[src/rtl/seq_nibble_divider_pkg.sv]
// Shared definitions for the sequential restoring divider: state encoding,
// default operand width and the full-adder cell used by the trial subtractor.
package seq_nibble_divider_pkg;

    localparam int DEFAULT_WIDTH = 4;

    typedef enum logic [1:0] {
        ST_IDLE = 2'd0,
        ST_CALC = 2'd1,
        ST_DONE = 2'd2
    } state_t;

    // Full-adder cell, returns {carry_out, sum}.
    function automatic logic [1:0] full_add(input logic a, input logic b, input logic ci);
        return {(a & b) | (a & ci) | (b & ci), a ^ b ^ ci};
    endfunction

endpackage

[src/rtl/seq_nibble_divider_subtractor.sv]
// Combinational N-bit ripple subtractor (a - b) made of full-adder cells with
// b inverted and carry-in tied high; borrow is the inverted final carry.
module nibble_trial_subtractor
    import seq_nibble_divider_pkg::*;
#(
    parameter int N = DEFAULT_WIDTH + 1
) (
    input  logic [N-1:0] a,
    input  logic [N-1:0] b,
    output logic [N-1:0] diff,
    output logic         borrow
);

    logic [N:0] carry;

    assign carry[0] = 1'b1;

    for (genvar i = 0; i < N; i++) begin : g_cell
        assign {carry[i+1], diff[i]} = full_add(a[i], ~b[i], carry[i]);
    end

    assign borrow = ~carry[N];

endmodule

[src/rtl/seq_nibble_divider.sv]
// Sequential restoring divider: one quotient bit per clock, start/done
// handshake, results held stable for the display path until the next result.
//
// state   | meaning
// --------+------------------------------------------------------------
// ST_IDLE | waiting for start
// ST_CALC | one trial subtraction per clock, WIDTH iterations
// ST_DONE | done pulse for one cycle; start here is accepted back-to-back
module seq_nibble_divider
    import seq_nibble_divider_pkg::*;
#(
    parameter int WIDTH = DEFAULT_WIDTH
) (
    input  logic             clk,
    input  logic             reset_n,
    input  logic             start,
    input  logic [WIDTH-1:0] dividend,
    input  logic [WIDTH-1:0] divisor,
    output logic             busy,
    output logic             done,
    output logic [WIDTH-1:0] quotient,
    output logic [WIDTH-1:0] remainder,
    output logic             div_by_zero
);

    localparam int CW = $clog2(WIDTH);

    state_t           state;
    logic [WIDTH-1:0] q_reg;
    logic [WIDTH-1:0] d_reg;
    logic [WIDTH:0]   r_reg;
    logic [CW-1:0]    cnt;

    logic [WIDTH:0]   r_sh;
    logic [WIDTH:0]   t_diff;
    logic             t_borrow;
    logic             q_bit;
    logic [WIDTH:0]   r_next;
    logic [WIDTH-1:0] q_next;

    assign r_sh = {r_reg[WIDTH-1:0], q_reg[WIDTH-1]};

    nibble_trial_subtractor #(
        .N (WIDTH + 1)
    ) u_trial_sub (
        .a      (r_sh),
        .b      ({1'b0, d_reg}),
        .diff   (t_diff),
        .borrow (t_borrow)
    );

    // R stays below D throughout CALC, so "no borrow" is exactly "T MSB clear".
    assign q_bit  = ~t_borrow;
    assign r_next = q_bit ? t_diff : r_sh;
    assign q_next = {q_reg[WIDTH-2:0], q_bit};

    always_ff @(posedge clk or negedge reset_n) begin
        if (!reset_n) begin
            state       <= ST_IDLE;
            busy        <= 1'b0;
            done        <= 1'b0;
            quotient    <= '0;
            remainder   <= '0;
            div_by_zero <= 1'b0;
            q_reg       <= '0;
            d_reg       <= '0;
            r_reg       <= '0;
            cnt         <= '0;
        end else begin
            done <= 1'b0;
            case (state)
                ST_CALC: begin
                    r_reg <= r_next;
                    q_reg <= q_next;
                    cnt   <= cnt + 1'b1;
                    if (cnt == CW'(WIDTH - 1)) begin
                        state     <= ST_DONE;
                        busy      <= 1'b0;
                        done      <= 1'b1;
                        quotient  <= q_next;
                        remainder <= r_next[WIDTH-1:0];
                    end
                end
                default: begin
                    state <= ST_IDLE;
                    if (start) begin
                        if (divisor != '0) begin
                            q_reg       <= dividend;
                            d_reg       <= divisor;
                            r_reg       <= '0;
                            cnt         <= '0;
                            div_by_zero <= 1'b0;
                            busy        <= 1'b1;
                            state       <= ST_CALC;
                        end else begin
                            quotient    <= '1;
                            remainder   <= dividend;
                            div_by_zero <= 1'b1;
                            done        <= 1'b1;
                            state       <= ST_DONE;
                        end
                    end
                end
            endcase
        end
    end

endmodule

[config.mk]
export PLATFORM = sky130hd
export DESIGN_NAME = seq_nibble_divider
export DESIGN_NICKNAME = d
export VERILOG_FILES = /design/src/rtl/seq_nibble_divider_pkg.sv /design/src/rtl/seq_nibble_divider_subtractor.sv /design/src/rtl/seq_nibble_divider.sv
export SDC_FILE = /design/constraint.sdc
export NUM_CORES = 1
export LEC_CHECK = 0
export CORE_UTILIZATION = 32
export DETAILED_ROUTE_END_ITERATION = 10
export PLACE_DENSITY_LB_ADDON = 0.3
export SYNTH_ARGS = -nofsm -noshare
export SYNTH_HDL_FRONTEND = slang
export SYNTH_SLANG_ARGS = --single-unit
[constraint.sdc]
create_clock -name clk -period 3.3 [get_ports clk]
set_input_delay 0.495 -clock clk [delete_from_list [all_inputs] [get_ports clk]]
set_output_delay 0.495 -clock clk [all_outputs]
set_load 0.01 [all_outputs]
---- Yosys cells after proc, flatten, opt, wreduce, memory -nomap -nowiden ----
Index checks and enable logic that the tools add are counted.
storage, ports and cells
  bits in registers ....................... 27
  logic and storage cells ................. 87
  input port bits ......................... 11
  output and inout port bits .............. 11
operators by class
  bitwise logic cells ..................... 34
  reduce and logical (&&, ||, !) cells .... 8
  muxes and demuxes ....................... 30
  eq/ne operators ......................... 4
  $add $sub $neg .......................... 1
operators with widths
  cell                                            count
  two-way mux 4 bit                               15
  two-way mux 2 bit                               7
  bitwise AND 1 bit                               11
  OR 1 bit                                        10
  AND reduction 3 bit                             3
  two-way mux 1 bit                               8
  bitwise XOR 1 bit                               7
  NOT 1 bit                                       6
  AND reduction 2 bit                             2
  nonzero test 2 bit                              2
  nonzero test 4 bit                              1
  adder 2 x 1 -> 2 bit (second input constant)    1
  == test 2 x 1 -> 1 bit (second input constant)  1
  == test 2 bit (second input constant)           1
  != test 2 x 1 -> 1 bit (second input constant)  1
  != test 2 bit (second input constant)           1

---- Depth between registers and ports, before layout ----
  depth after elaboration ................. 19
  depth in mapped cells ................... 9
  depth with buffers taken out ............ 9

---- Cells and area by module ----
From an unflattened synthesis, not the netlist that was laid out.
unflattened totals
  cell total of the unflattened synthesis .. 112
  area total of the unflattened synthesis .. 1,290.0 µm²
by module, submodules not included
  module                   cells an instance  times used  area an instance (µm²)  seq. area each (µm²)
  seq_nibble_divider       97                 1           1,159.9                 675.6
  nibble_trial_subtractor  15                 1           130.1                   0.0

---- Worst setup path after synthesis ----
OpenSTA, ideal clock, no wires.
  path kind ............................... reg2reg
  start ................................... register q_reg[3]
  end ..................................... register remainder[0]
  clock period less this slack ............ 2.683 ns
  stages on the path, launching flop included .. 10
  setup time .............................. 0.104 ns
  data arrival time ....................... 2.579 ns
  data required time ...................... 3.196 ns
  path buffers ............................ 0
  setup slack ............................. 0.617 ns
  path through ............................ dfrtp_1 > inv_1 > ha_1 > inv_1 > fa_1 > fa_1 > fa_1 > nor2_1 > mux2_2 > a221oi_1
on the way
  longest elaborated chain between the ends .. 18
  elaborated cells between the ends (all ways) .. 23
  those cells by class .................... 3 x mux; 20 x bitwise
ends and longest elaborated chain
  element                 line                          text
  start, declared         seq_nibble_divider.sv:29      logic [WIDTH-1:0] q_reg;
  start signal, assigned  seq_nibble_divider.sv:74      q_reg <= q_next;
  start signal, assigned  seq_nibble_divider.sv:88      q_reg <= dividend;
  bitwise AND 1 bit       seq_nibble_divider_pkg.sv:15  return {(a & b) | (a & ci) | (b & ci), a ^ b ^ ci};
  OR 1 bit (2 in a row)   seq_nibble_divider_pkg.sv:15
  bitwise AND 1 bit       seq_nibble_divider_pkg.sv:15
  OR 1 bit (2 in a row)   seq_nibble_divider_pkg.sv:15
  bitwise AND 1 bit       seq_nibble_divider_pkg.sv:15
  OR 1 bit (2 in a row)   seq_nibble_divider_pkg.sv:15
  bitwise AND 1 bit       seq_nibble_divider_pkg.sv:15
  OR 1 bit (2 in a row)   seq_nibble_divider_pkg.sv:15
  bitwise AND 1 bit       seq_nibble_divider_pkg.sv:15
  OR 1 bit (2 in a row)   seq_nibble_divider_pkg.sv:15
  two-way mux 4 bit (*)   seq_nibble_divider.sv:54      assign r_next = q_bit ? t_diff : r_sh;
  two-way mux 4 bit (*)   seq_nibble_divider.sv:76      if (cnt == CW'(WIDTH - 1)) begin
  two-way mux 4 bit (*)   seq_nibble_divider.sv:71      case (state)
  end signal, assigned    seq_nibble_divider.sv:81      remainder <= r_next[WIDTH-1:0];
  end signal, assigned    seq_nibble_divider.sv:97      remainder <= dividend;
  end, declared           seq_nibble_divider.sv:22      output logic [WIDTH-1:0] remainder,
Mark *: on every way between the ends. The rest lies on a longest branch, timed or not. The select of a mux whose other input is x is not followed.
A chain may end at the register's enable or synchronous reset.

---- Final worst setup path ----
Same ends and word-level chain as after synthesis.

==> impl_metrics.toml <==
[outcome]
status = "completed"

[drt]
top_layer_used = "met4"
wl_met2_mm = 1.493
firstDrtPassIters = 4
final_antenna_net_count = 0
vias = 1018
finalWirelength_mm = 2.955
wl_met3_um = 78
drc = 0
wl_met1_mm = 1.336
wl_per_cell_um = 15.15
drt_iter0_drc = 41
routed_via_density = 5.221

[finish]
layout.nets = 162
layout_common_cells = "dfrtp_1, clkdlybuf4s50_1, a21oi_1"
final_common_cell = "dfrtp_1"
instances_no_fill = 195
drive_gt1_share_pct = 8.966
synthToLayoutAreaGrowth_pct = 22.87
antenna_cells = 0

[power]
cellPowerDensity_mw_per_mm2 = 943.2
power_leakage_nw = 0.6913
vdd_drop_max_mv = 0.4869

[floorplan]
die_h_um = 66.32
pin_count = 22
dieArea_mm2 = 0.004398
core_area_mm2 = 0.003971
rows = 23
die_w_um = 66.32
initial_core_util_pct = 33.33

[placement]
io_buffers = 21
placedCellCount = 191
post-dp-hpwl_mm = 2.180
globalplace.congestion = 0.7496

[clock_tree]
htreeDepth = 1
cts_sinks = 27
cts_tree = "built"
clock_path_buffers = 2
ctsResizeCount = 0
clock_latency_ns = 0.28
hold_buffers = 0
clkTransAtPathRegs_ns = 0.10
cts_buffers = 3
root_buffer = "clkbuf_8"
post_cts_buffers = 0

[sta]
max_freq_ghz = 0.3420
fin_skew_ns = 0.008427
rsz0062_at_grt = "no"
slew_headroom_pct = 42.75
fin_crit_ns = 2.924
finalCritPeriodShare_pct = 88.60
tightest_slew_ns = 0.8588
hold_violations = 0
slew_viol_final = 0
setup_tns_ns = 0
setup_viol = 0

[critical_path]
cp_max_fo = 5
crit_top_cell = "fa_1"
worstSetupEndpointType = "flop"
max_stage_delay_ns = 0.45
cp_num_buf_inv = 2
worstSetupStartpointType = "flop"
worstPathArrival_ns = 3.11
cp_cell_sequence = "inv_1 > ha_1 > inv_1 > fa_1 > fa_1 > fa_1 > nor2_1 > mux2_2 > a221oi_1"
cp_slowest_cell = "fa_1"
cp.required_ns = 3.49
crit_type = "flop to flop"
critPathTopFamily = "adder cells"

[synthesis]
syn-num-nets = 141
postSynthAreaPerCell_um2 = 10.59
synth_warnings = 0
yosysSeqAreaShare_pct = 51.04
synth_area_mm2 = 0.001324
synth.largest_area_cell = "dfrtp_1"
synth_area_leaders = "dfrtp_1, a21oi_1, fa_1"
yosysUniqueCellTypes = 32
synthCells = 125
synth_top_area_share_pct = 51.04
ys_seq_elements = 27

[global_route]
grt_usage_pct = 15.36
grt_pass1_wl_mm = 4.995
grt_start_max_net_pins = 28
antenna_found_initial = 0
grt_pass1_vias = 1070
grt.overflow.total = 0

[run]
drv_cap = 0

[worst_hold_path]
hold_path.class = "flop to flop"
synthesized netlist by cell type, drive strengths merged:
cell / instances
a2bb2oi: 1
nor4: 4
a21oi: 13
nand2b: 1
nor3: 2
inv: 11
a31oi: 2
nand2: 10
o41a: 1
a221oi: 3
or3b: 1
nand3: 6
nand3b: 1
nor2: 11
o41ai: 1
or4: 1
nor2b: 1
buf: 3
dfrtp: 27
a32o: 4
mux2i: 2
o21ai: 7
mux2: 1
a221o: 1
clkbuf: 3
fa: 3
a31o: 1
and3b: 1
ha: 2
power breakdown:
group          switching [mW]  internal [mW]  leakage (nW)
Combinational           0.410          0.352         0.351
Clock                   0.109         0.0859        0.0217
Sequential             0.0952          0.482         0.318
Total                   0.614          0.920         0.691
cell families after synthesis:
group,count (synthesis),synth area share [%]
flip-flops,27,51.04
adder cells (fa/ha/maj),5,6.427
AND/OR/NAND/NOR,39,16.07
AO/OA/AOI/OAI,34,19.00
buffers and inverters,17,5.104
multiplexers,3,2.363
routing by layer:
layer | up-vias | track usage, %
met5 | - | 0
met4 | 0 | 6.117
met3 | 5 | 2.586
met2 | 16 | 25.38
met1 | 511 | 19.85
li1 | 486 | -
final cells by class:
| type | count | area, um^2 |
|---|---|---|
| Clock buffer | 3 | 41.29 |
| Clock inverter | 1 | 7.507 |
| Fill cell | 389 | 2345 |
| Inverter | 11 | 41.29 |
| Multi-Input combinational cell | 81 | 580.6 |
| Sequential cell | 27 | 675.6 |
| Tap cell | 50 | 62.56 |
| Timing Repair Buffer | 22 | 217.7 |
per-stage QoR:
step | setup WS (ns) | total power, mW | hold WS (ns) | util, % | instance area, um^2
3_5_place_dp | 0.3948 | 1.345 | 0.4901 | 39.73 | 1578
6_report | 0.3762 | 1.534 | 0.5059 | 40.96 | 1627
5_1_grt | 0.1592 | 1.676 | 0.5354 | 40.96 | 1627
2_1_floorplan | 0.6169 | 1.081 | 0.1994 | - | 1324
3_3_place_gp | 0.5399 | 1.301 | 0.4839 | 39.73 | 1578
4_1_cts | 0.3751 | 1.551 | 0.5124 | 40.96 | 1627
worst reg2reg max path, stage by stage (launching register included):
cell and delay, ns:
dfrtp_1 0.39, inv_1 0.07, ha_1 0.15, inv_1 0.05, fa_1 0.37, fa_1 0.40
fa_1 0.45, nor2_1 0.32, mux2_2 0.39, a221oi_1 0.24
final timing paths:
path	start	endpoint	slack, ns	depth (start not counted)
worst max-delay path	q_reg[3]	remainder[0]	0.38	9
worst min-delay path	d_reg[3]	d_reg[3]	0.51	1
worst max register to register	q_reg[3]	remainder[0]	0.38	9
worst min register to register	d_reg[3]	d_reg[3]	0.51	1
max in group asynchronous	reset_n	d_reg[3]	2.45	2
min in group asynchronous	reset_n	remainder[2]	0.58	2
(Power assumes the default switching activity.)
